## src/rtl/fp_pkg.sv

```systemverilog
// Shared constants, FSM encoding and operand-class type for the single-precision
// arithmetic blocks (divider, multiplier).
package fp_pkg;

  localparam int unsigned EXP_W     = 8;
  localparam int unsigned MAN_W     = 23;
  localparam int unsigned BIAS      = 127;
  localparam logic [31:0] INF_POS   = 32'h7F80_0000;
  localparam logic [31:0] CANON_NAN = 32'h7FC0_0000;

  // FSM encoding, kept as plain constants so older tools can share it.
  typedef logic [1:0] state_t;
  localparam state_t IDLE = 2'd0;
  localparam state_t DIV  = 2'd1;
  localparam state_t NORM = 2'd2;
  localparam state_t DONE = 2'd3;

  // Bit positions inside the 4-bit flags vector.
  localparam int unsigned FLAG_INVALID   = 3;
  localparam int unsigned FLAG_DIV_ZERO  = 2;
  localparam int unsigned FLAG_OVERFLOW  = 1;
  localparam int unsigned FLAG_UNDERFLOW = 0;

  typedef struct packed {
    logic sign;
    logic zero;
    logic inf;
    logic nan;
  } fp_class_t;

endpackage

```

## src/rtl/fp_classify.sv

```systemverilog
// Combinational operand-pair decoder: sign/zero/inf/nan per operand.
// A zero exponent field counts as zero, so denormals are flushed.
module fp_classify
  import fp_pkg::*;
(
  input  logic [31:0] a_i,
  input  logic [31:0] b_i,
  output fp_class_t   a_cls_o,
  output fp_class_t   b_cls_o
);

  logic [EXP_W-1:0] a_exp;
  logic [EXP_W-1:0] b_exp;
  logic [MAN_W-1:0] a_man;
  logic [MAN_W-1:0] b_man;

  assign a_exp = a_i[MAN_W+EXP_W-1:MAN_W];
  assign b_exp = b_i[MAN_W+EXP_W-1:MAN_W];
  assign a_man = a_i[MAN_W-1:0];
  assign b_man = b_i[MAN_W-1:0];

  always_comb begin
    a_cls_o.sign = a_i[31];
    a_cls_o.zero = (a_exp == '0);
    a_cls_o.inf  = (a_exp == '1) && (a_man == '0);
    a_cls_o.nan  = (a_exp == '1) && (a_man != '0);

    b_cls_o.sign = b_i[31];
    b_cls_o.zero = (b_exp == '0);
    b_cls_o.inf  = (b_exp == '1) && (b_man == '0);
    b_cls_o.nan  = (b_exp == '1) && (b_man != '0);
  end

endmodule

```

## src/rtl/fpd_iter.sv

```systemverilog
// Iterative single-precision divider c = a / b with a restoring radix-2 mantissa core.
// Define ROUND_NEAREST_EN for round-to-nearest-even; otherwise the result is truncated.
module fpd_iter #(
  parameter int unsigned BIAS      = 127,
  parameter int unsigned QBITS     = 26,  // must be >= 26
  parameter logic [31:0] CANON_NAN = 32'h7FC0_0000
) (
  input  logic        clk,
  input  logic        rst,
  input  logic        in_valid,
  output logic        in_ready,
  input  logic [31:0] a,
  input  logic [31:0] b,
  output logic        out_valid,
  input  logic        out_ready,
  output logic [31:0] c,
  output logic [3:0]  flags
);

  import fp_pkg::*;

  localparam int unsigned CNT_W = $clog2(QBITS);

  state_t            state_q, state_d;
  logic [24:0]       rem_q, rem_d;
  logic [23:0]       div_q, div_d;
  logic [QBITS-1:0]  quo_q, quo_d;
  logic [CNT_W-1:0]  cnt_q, cnt_d;
  logic signed [9:0] exp_q, exp_d;
  logic              sign_q, sign_d;
  logic [31:0]       c_q, c_d;
  logic [3:0]        flags_q, flags_d;

  fp_class_t a_cls;
  fp_class_t b_cls;

  fp_classify u_classify (
    .a_i     (a),
    .b_i     (b),
    .a_cls_o (a_cls),
    .b_cls_o (b_cls)
  );

  // Special-operand decode, used only on the acceptance cycle.
  logic        res_sign;
  logic        spec_hit;
  logic [31:0] spec_c;
  logic [3:0]  spec_flags;

  assign res_sign = a_cls.sign ^ b_cls.sign;

  always_comb begin
    spec_hit   = 1'b1;
    spec_c     = '0;
    spec_flags = '0;
    if (a_cls.nan || b_cls.nan || (a_cls.zero && b_cls.zero) || (a_cls.inf && b_cls.inf)) begin
      spec_c                   = CANON_NAN;
      spec_flags[FLAG_INVALID] = 1'b1;
    end else if (a_cls.inf) begin
      spec_c = {res_sign, INF_POS[30:0]};
    end else if (b_cls.zero) begin
      spec_c                    = {res_sign, INF_POS[30:0]};
      spec_flags[FLAG_DIV_ZERO] = 1'b1;
    end else if (a_cls.zero || b_cls.inf) begin
      spec_c = {res_sign, 31'd0};
    end else begin
      spec_hit = 1'b0;
    end
  end

  // One restoring step. The partial remainder stays below 2*div, so 25 bits suffice
  // and the post-subtract value always fits in 24 bits before the shift.
  logic [24:0] div_ext;
  logic        q_bit;
  logic [23:0] rem_sub;

  assign div_ext = {1'b0, div_q};
  assign q_bit   = (rem_q >= div_ext);
  assign rem_sub = q_bit ? 24'(rem_q - div_ext) : rem_q[23:0];

  // Normalisation and rounding on the finished quotient.
  logic [25:0] q_top;
  logic        low_sticky;
  logic        rem_nz;

  assign q_top  = quo_q[QBITS-1 -: 26];
  assign rem_nz = |rem_q;

  if (QBITS > 26) begin : g_low_sticky
    assign low_sticky = |quo_q[QBITS-27:0];
  end else begin : g_no_low_sticky
    assign low_sticky = 1'b0;
  end

  logic [22:0]       frac_n;
  logic              guard;
  logic              sticky;
  logic              round_up;
  logic [23:0]       frac_rnd;
  logic signed [9:0] exp_n;
  logic signed [9:0] exp_f;
  logic [22:0]       frac_f;
  logic [31:0]       norm_c;
  logic [3:0]        norm_flags;

  always_comb begin
    frac_n     = '0;
    guard      = 1'b0;
    sticky     = 1'b0;
    exp_n      = exp_q;
    round_up   = 1'b0;
    frac_rnd   = '0;
    exp_f      = exp_q;
    frac_f     = '0;
    norm_c     = '0;
    norm_flags = '0;

    // Leading one is either q_top[25] or, failing that, q_top[24]; it is the hidden bit.
    if (q_top[25]) begin
      frac_n = q_top[24:2];
      guard  = q_top[1];
      sticky = q_top[0] | rem_nz | low_sticky;
    end else begin
      frac_n = q_top[23:1];
      guard  = q_top[0];
      sticky = rem_nz | low_sticky;
      exp_n  = exp_q - 10'sd1;
    end

`ifdef ROUND_NEAREST_EN
    round_up = guard & (sticky | frac_n[0]);
`else
    round_up = guard & sticky & 1'b0;
`endif

    frac_rnd = {1'b0, frac_n} + {23'd0, round_up};
    if (frac_rnd[23]) begin
      frac_f = '0;
      exp_f  = exp_n + 10'sd1;
    end else begin
      frac_f = frac_rnd[22:0];
      exp_f  = exp_n;
    end

    if (exp_f >= 10'sd255) begin
      norm_c                    = {sign_q, INF_POS[30:0]};
      norm_flags[FLAG_OVERFLOW] = 1'b1;
    end else if (exp_f <= 10'sd0) begin
      norm_c                     = {sign_q, 31'd0};
      norm_flags[FLAG_UNDERFLOW] = 1'b1;
    end else begin
      norm_c = {sign_q, exp_f[7:0], frac_f};
    end
  end

  always_comb begin
    state_d = state_q;
    rem_d   = rem_q;
    div_d   = div_q;
    quo_d   = quo_q;
    cnt_d   = cnt_q;
    exp_d   = exp_q;
    sign_d  = sign_q;
    c_d     = c_q;
    flags_d = flags_q;

    unique case (state_q)
      IDLE: begin
        if (in_valid) begin
          if (spec_hit) begin
            c_d     = spec_c;
            flags_d = spec_flags;
            state_d = DONE;
          end else begin
            sign_d  = res_sign;
            exp_d   = $signed({2'b00, a[30:23]} - {2'b00, b[30:23]} + 10'(BIAS));
            rem_d   = {2'b01, a[22:0]};
            div_d   = {1'b1, b[22:0]};
            quo_d   = '0;
            cnt_d   = '0;
            state_d = DIV;
          end
        end
      end
      DIV: begin
        rem_d = {rem_sub, 1'b0};
        quo_d = {quo_q[QBITS-2:0], q_bit};
        cnt_d = cnt_q + CNT_W'(1);
        if (cnt_q == CNT_W'(QBITS - 1)) begin
          state_d = NORM;
        end
      end
      NORM: begin
        c_d     = norm_c;
        flags_d = norm_flags;
        state_d = DONE;
      end
      DONE: begin
        if (out_ready) begin
          state_d = IDLE;
        end
      end
      default: state_d = IDLE;
    endcase
  end

  always_ff @(posedge clk or negedge rst) begin
    if (!rst) begin
      state_q <= IDLE;
      rem_q   <= '0;
      div_q   <= '0;
      quo_q   <= '0;
      cnt_q   <= '0;
      exp_q   <= '0;
      sign_q  <= 1'b0;
      c_q     <= '0;
      flags_q <= '0;
    end else begin
      state_q <= state_d;
      rem_q   <= rem_d;
      div_q   <= div_d;
      quo_q   <= quo_d;
      cnt_q   <= cnt_d;
      exp_q   <= exp_d;
      sign_q  <= sign_d;
      c_q     <= c_d;
      flags_q <= flags_d;
    end
  end

  assign in_ready  = (state_q == IDLE);
  assign out_valid = (state_q == DONE);
  assign c         = c_q;
  assign flags     = flags_q;

endmodule

```

## config.mk

```make
export PLATFORM = sky130hd
export DESIGN_NAME = fpd_iter
export DESIGN_NICKNAME = d
export VERILOG_FILES = /design/src/rtl/fp_pkg.sv /design/src/rtl/fp_classify.sv /design/src/rtl/fpd_iter.sv
export SDC_FILE = /design/constraint.sdc
export NUM_CORES = 1
export LEC_CHECK = 0
export CORE_MARGIN = 4
export CORE_UTILIZATION = 43
export CTS_BUF_LIST = sky130_fd_sc_hd__clkbuf_8
export DETAILED_ROUTE_END_ITERATION = 7
export GPL_ROUTABILITY_DRIVEN = 1
export GPL_TIMING_DRIVEN = 0
export SYNTH_ARGS = -nofsm -noshare
export SYNTH_HDL_FRONTEND = slang
export SYNTH_SLANG_ARGS = --single-unit
```

## constraint.sdc

```tcl
create_clock -name clk -period 4.1 [get_ports clk]
set_input_delay 0.615 -clock clk [delete_from_list [all_inputs] [get_ports clk]]
set_output_delay 0.615 -clock clk [all_outputs]
set_load 0.02 [all_outputs]
```

Word-level counts from Yosys, hierarchy flattened
Cells that the tools add are included.
{"block": "classes", "addsub": 5, "magnitude_cmp": 3, "n_eq_ne": 11, "muxes": 40, "n_bitwise": 2, "reduce_logical": 23}
{"operator": "$mux 32", "count": 6}
{"operator": "$pmux 32 s2", "count": 1}
{"operator": "$mux 31", "count": 2}
{"operator": "$mux 26", "count": 2}
{"operator": "$pmux 26 s2", "count": 1}
{"operator": "$mux 25", "count": 2}
{"operator": "$pmux 25 s2", "count": 1}
{"operator": "$logic_not 23->1", "count": 2}
{"operator": "$reduce_bool 23->1", "count": 2}
{"operator": "$ge 25x24->1", "count": 1}
{"operator": "$mux 24", "count": 1}
{"operator": "$sub 24x24->24", "count": 1}
{"operator": "$mux 23", "count": 1}
{"operator": "$eq 8x8->1 const B", "count": 2}
{"operator": "$logic_not 8->1", "count": 2}
{"operator": "$reduce_and 3->1", "count": 4}
{"operator": "$mux 1", "count": 11}
{"operator": "$add 9x8->10 const B", "count": 1}
{"operator": "$ge 10x9->1 const B", "count": 1}
{"operator": "$le 10x1->1 const B", "count": 1}
{"operator": "$mux 10", "count": 1}
{"operator": "$mux 5", "count": 2}
{"operator": "$pmux 5 s2", "count": 1}
{"operator": "$sub 10x2->10 const B", "count": 1}
{"operator": "other kinds (17)", "count": 34}
{"block": "totals", "reg_bits": 129, "output_inout_bits": 38}

Logic depth before layout (Yosys ltp)
{"block": "logic_depth", "word_depth": 10, "mapped_depth": 12, "depth_no_buf": 12}

By module
Synthesis repeated with hierarchy kept, for this count alone.
{"block": "hier_totals", "hier_cells": 919, "area_unflattened_um2": 8102.8}
{"mod": "fpd_iter", "instances": 1, "cells_per_inst": 885, "area_each_um2": 7890.1, "seq_area_each_um2": 3228.1}
{"mod": "fp_classify", "instances": 1, "cells_per_inst": 34, "area_each_um2": 212.7, "seq_area_each_um2": 0.0}

Worst setup path after synthesis
No wires, ideal clock.
{"block": "synth_path", "path_kind": "register to register", "startpoint": "register rem_q[0]", "endpoint": "register rem_q[21]", "setup_ns": 0.094, "t_arrival_ns": 2.563, "t_required_ns": 4.006, "setup_slack_ns": 1.443, "path_stages_with_launch": 12, "path_buffers": 0, "cell_sequence": "dfrtp_1 > inv_1 > ha_1 > fa_1 > nor2b_1 > o211ai_1 > a211oi_1 > o2111ai_1 > a21oi_1 > a221oi_1 > xor2_1 > a211oi_1"}
{"block": "synth_via", "elab_chain_cells": 3, "elab_cells_between_ends": 4, "classes_between": "add/sub: 1; order compare: 1; mux: 2"}
{"item": "start, declared", "line": "fpd_iter.sv:25", "source": "logic [24:0] rem_q, rem_d;"}
{"item": "start signal, assigned", "line": "fpd_iter.sv:220", "source": "rem_q <= rem_d;"}
{"item": "$sub 24x24->24 / $ge 25x24->1 (equally long branches)", "line": "fpd_iter.sv:79, fpd_iter.sv:78"}
{"item": "$mux 24 *", "line": "fpd_iter.sv:79", "source": "assign rem_sub = q_bit ? 24'(rem_q - div_ext) : rem_q[23:0];"}
{"item": "$pmux 25 s2 *", "line": "fpd_iter.sv:167", "source": "unique case (state_q)"}
Mark *: on every way between the ends. The rest lies on a longest branch, timed or not.
A chain may end at the register's enable or synchronous reset.

Final worst setup path
{"block": "layout_path", "startpoint": "register rem_q[21]", "endpoint": "register rem_q[13]"}
{"block": "layout_via", "elab_chain_cells": 3}
{"item": "$ge 25x24->1", "line": "fpd_iter.sv:78", "source": "assign q_bit = (rem_q >= div_ext);"}
{"item": "$mux 24", "line": "fpd_iter.sv:79"}
{"item": "$pmux 25 s2", "line": "fpd_iter.sv:167"}
No other way between the ends.

==> results.sh <==
export IMPL_worstPathCellList="ha_1 > nand4_1 > nor3_1 > nand4_1 > and3_1 > a22oi_1 > nor2_1 > buf_2 > a211oi_1 > a21oi_1"
export IMPL_syn_avg_cell_area_um2=8.50
export IMPL_syn_nets=1059
export IMPL_place_area_mm2=0.00943
export IMPL_start_util=0.443
export IMPL_final_cell_area_mm2=0.00978
export IMPL_grt_usage=0.217
export IMPL_cts_buffer_depth=2
export IMPL_p_sw_mw=3.55
export IMPL_cellPowerDensity_mw_per_mm2=753
export IMPL_finalHoldViolCount=0
export IMPL_drt_total_wl_mm=22.9
export IMPL_grt_max_degree=80
export IMPL_clkLatencyLatePin_ns=0.44
export IMPL_grt_pass1_wl_mm=37.2
export IMPL_p_clk_frac=0.134
export IMPL_numClockSinks=129
export IMPL_cts_tree="yes"
export IMPL_critPathRequiredTime_ns=4.41
export IMPL_ios=106
export IMPL_p_seq_frac=0.261
export IMPL_fin_crit_sh=0.859
export IMPL_ctsHoldBuffers=0
export IMPL_vias_per_cell=5.57
export IMPL_final_cell_mix="172 x nand2_1, 129 x dfrtp_1, 123 x o21ai_0"
export IMPL_die_w_um=145
export IMPL_hp_class="input pin to async pin"
export IMPL_wl_per_cell_um=17.4
export IMPL_skew_ns=0.0155
export IMPL_syn_inst=949
export IMPL_status="finished clean"
export IMPL_layout_nets=1184
export IMPL_critPathMaxStageDelay_ns=0.58
export IMPL_ctsResizeCount=0
export IMPL_cts_root_buf="clkbuf_8"
export IMPL_synth_ff_type="dfrtp_1"
export IMPL_row_count=49
export IMPL_htree_levels=4
export IMPL_p_int_mw=3.81
export IMPL_post_synth_top_area_fraction=0.400
export IMPL_swShare=0.483
export IMPL_crit_buf_inv=1
export IMPL_antenna_found_initial=0
export IMPL_min_period_ns=3.52
export IMPL_place_ws_ns=0.335
export IMPL_dpl_hpwl_mm=17.7
export IMPL_drt_iter0_markers=482
export IMPL_synth_area_top_cells="dfrtp_1 40%, nand2_1 8.0%, o21ai_0 7.6%, ha_1 6.2%, mux2i_1 3.2%"
export IMPL_leakage_nw=4.16
export IMPL_crit_family="simple AND/OR/NAND/NOR gates"
export IMPL_gp_congestion=0.951
export IMPL_route_detailed_drc=0
export IMPL_drv_slew=0
export IMPL_layout_commonest_cell="nand2_1"
export IMPL_fillers=1766
export IMPL_rsz0062_at_grt="false"
export IMPL_timing_critical_path_mode_cell="nand4_1"
export IMPL_synth_edf_count=0
export IMPL_yosys_warnings=0
export IMPL_drive_above_1_share=0.0506
export IMPL_start_kind="flop"
export IMPL_ir_worst_vdd_v=0.000381
export IMPL_fin_util=0.537
export IMPL_first_pass_iters=5
export IMPL_portBuffers=105
export IMPL_async_flop_share=1.00
export IMPL_syn_to_final_growth_pct=21.3
export IMPL_crit_type="flop to flop"
export IMPL_dr_total_vias=7318
export IMPL_setup_tns_ns=0
export IMPL_crit_arrival_ns=3.83
export IMPL_yosys_area_top_type="dfrtp_1"
export IMPL_cts_setup_buffers=0
export IMPL_dieHeight_um=145
export IMPL_grt_remaining_overflow=0
export IMPL_max_freq_ghz=0.284
export IMPL_timing_final_ws_setup_ns=0.580
export IMPL_antenna_cells=0
export IMPL_drtAntennaViolNets=0
export IMPL_max_slew_margin=0.384
export IMPL_worstMarginPinSlew_ns=0.899
export IMPL_maxCapViolations=0
export IMPL_slowest_stage="a22oi_1"
export IMPL_synth_cell_type_count=70
export IMPL_seq_area_frac_synth=0.400
export IMPL_coreArea_mm2=0.0182
export IMPL_ys_ff_latch=129
export IMPL_path_max_fanout=10
export IMPL_clk_pin_slew_ns=0.08
export IMPL_cp_end_kind="flop"
export IMPL_p_comb_frac=0.605
export IMPL_syn_cell_area_mm2=0.00806
export IMPL_grt_pass1_vias=6955
export IMPL_numCtsBuffers=17
export IMPL_dieArea_mm2=0.0210
export IMPL_setup_viol=0
export IMPL_finalPower_mw=7.36
==> power by group through the flow <==
stage	combinational [mW]	sequential, mW	clock (mW)
after floorplan	3.15	1.93	0
after global placement	4.40	1.93	0
after detailed placement	4.41	1.94	0
after CTS	4.44	1.92	1.01
after global routing	4.98	1.96	1.07
final	4.46	1.92	0.989
==> cell families after synthesis <==
logic type                 after synthesis  share of synthesized area
AOI/OAI and AO/OA                      275                      0.214
xor gates and xnor gates                34                     0.0369
adders and majority gates               42                     0.0670
buffers and inverters                   93                     0.0472
DFF                                    129                      0.400
muxes                                   27                     0.0337
and+or+nand+nor                        349                      0.201
==> final timing paths <==
check / startpoint / endpoint / slack (ns) / cells past startpoint
max: rem_q[21] / rem_q[13] / 0.58 / 10
min reg2reg: div_q[23] / div_q[23] / 0.47 / 2
max reg2reg: rem_q[21] / rem_q[13] / 0.58 / 10
max in group asynchronous: rst / rem_q[3] / 3.19 / 2
min: rst / c[10] / 0.11 / 1
min in group clk: div_q[23] / div_q[23] / 0.47 / 2
==> layer usage <==
| metal | track usage | wire length (um) | vias up | part of all wire |
|---|---|---|---|---|
| li1 | - | - | 3654 | - |
| met1 | 0.317 | 11200 | 3440 | 0.49 |
| met2 | 0.334 | 10100 | 203 | 0.44 |
| met3 | 0.0396 | 1250 | 21 | 0.054 |
| met4 | 0.0546 | 400 | 0 | 0.017 |
| met5 | 0 | 0 | - | 0 |
==> state kept, by name (all words and copies together), names as in the netlist <==
| register | cells |
|---|---|
| c | 32 |
| q_top | 26 |
| rem_q | 25 |
| div_q | 24 |
| exp_q | 10 |
| cnt_q | 5 |
| flags | 4 |
| state_q | 2 |
| sign_q | 1 |
==> layout make-up <==
| type | instances | area, um2 | share of cell area |
|---|---|---|---|
| clock inverter | 12 | 88.8 | 0.00908 |
| timing repair buffer | 106 | 1080 | 0.110 |
| buffer | 41 | 185 | 0.0189 |
| clock buffer | 19 | 262 | 0.0267 |
| multi-input combinational | 727 | 4450 | 0.455 |
| inverter | 52 | 195 | 0.0200 |
| tap | 229 | 287 | 0.0293 |
| sequential | 129 | 3230 | 0.330 |
==> Yosys cell counts, types with 10 or more instances <==
cell / count
a21o_1: 22
a21oi_1: 27
a31oi_1: 16
and3_1: 13
clkbuf_1: 31
dfrtp_1: 129
ha_1: 40
inv_1: 52
mux2i_1: 26
nand2_1: 172
nand3_1: 26
nand4_1: 13
nor2_1: 49
nor3_1: 13
nor4_1: 21
o211ai_1: 13
o21a_1: 10
o21ai_0: 123
xnor2_1: 18
xor2_1: 16
==> metrics by stage <==
| stage | hold WS [ns] | cells |
|---|---|---|
| floorplan | 0.319 | 949 |
| global placement | 0.453 | 1283 |
| detailed placement | 0.455 | 1284 |
| CTS | 0.118 | 1315 |
| global route | 0.140 | 1315 |
| finish | 0.114 | 1315 |
Power figures use the tool's default switching activity.
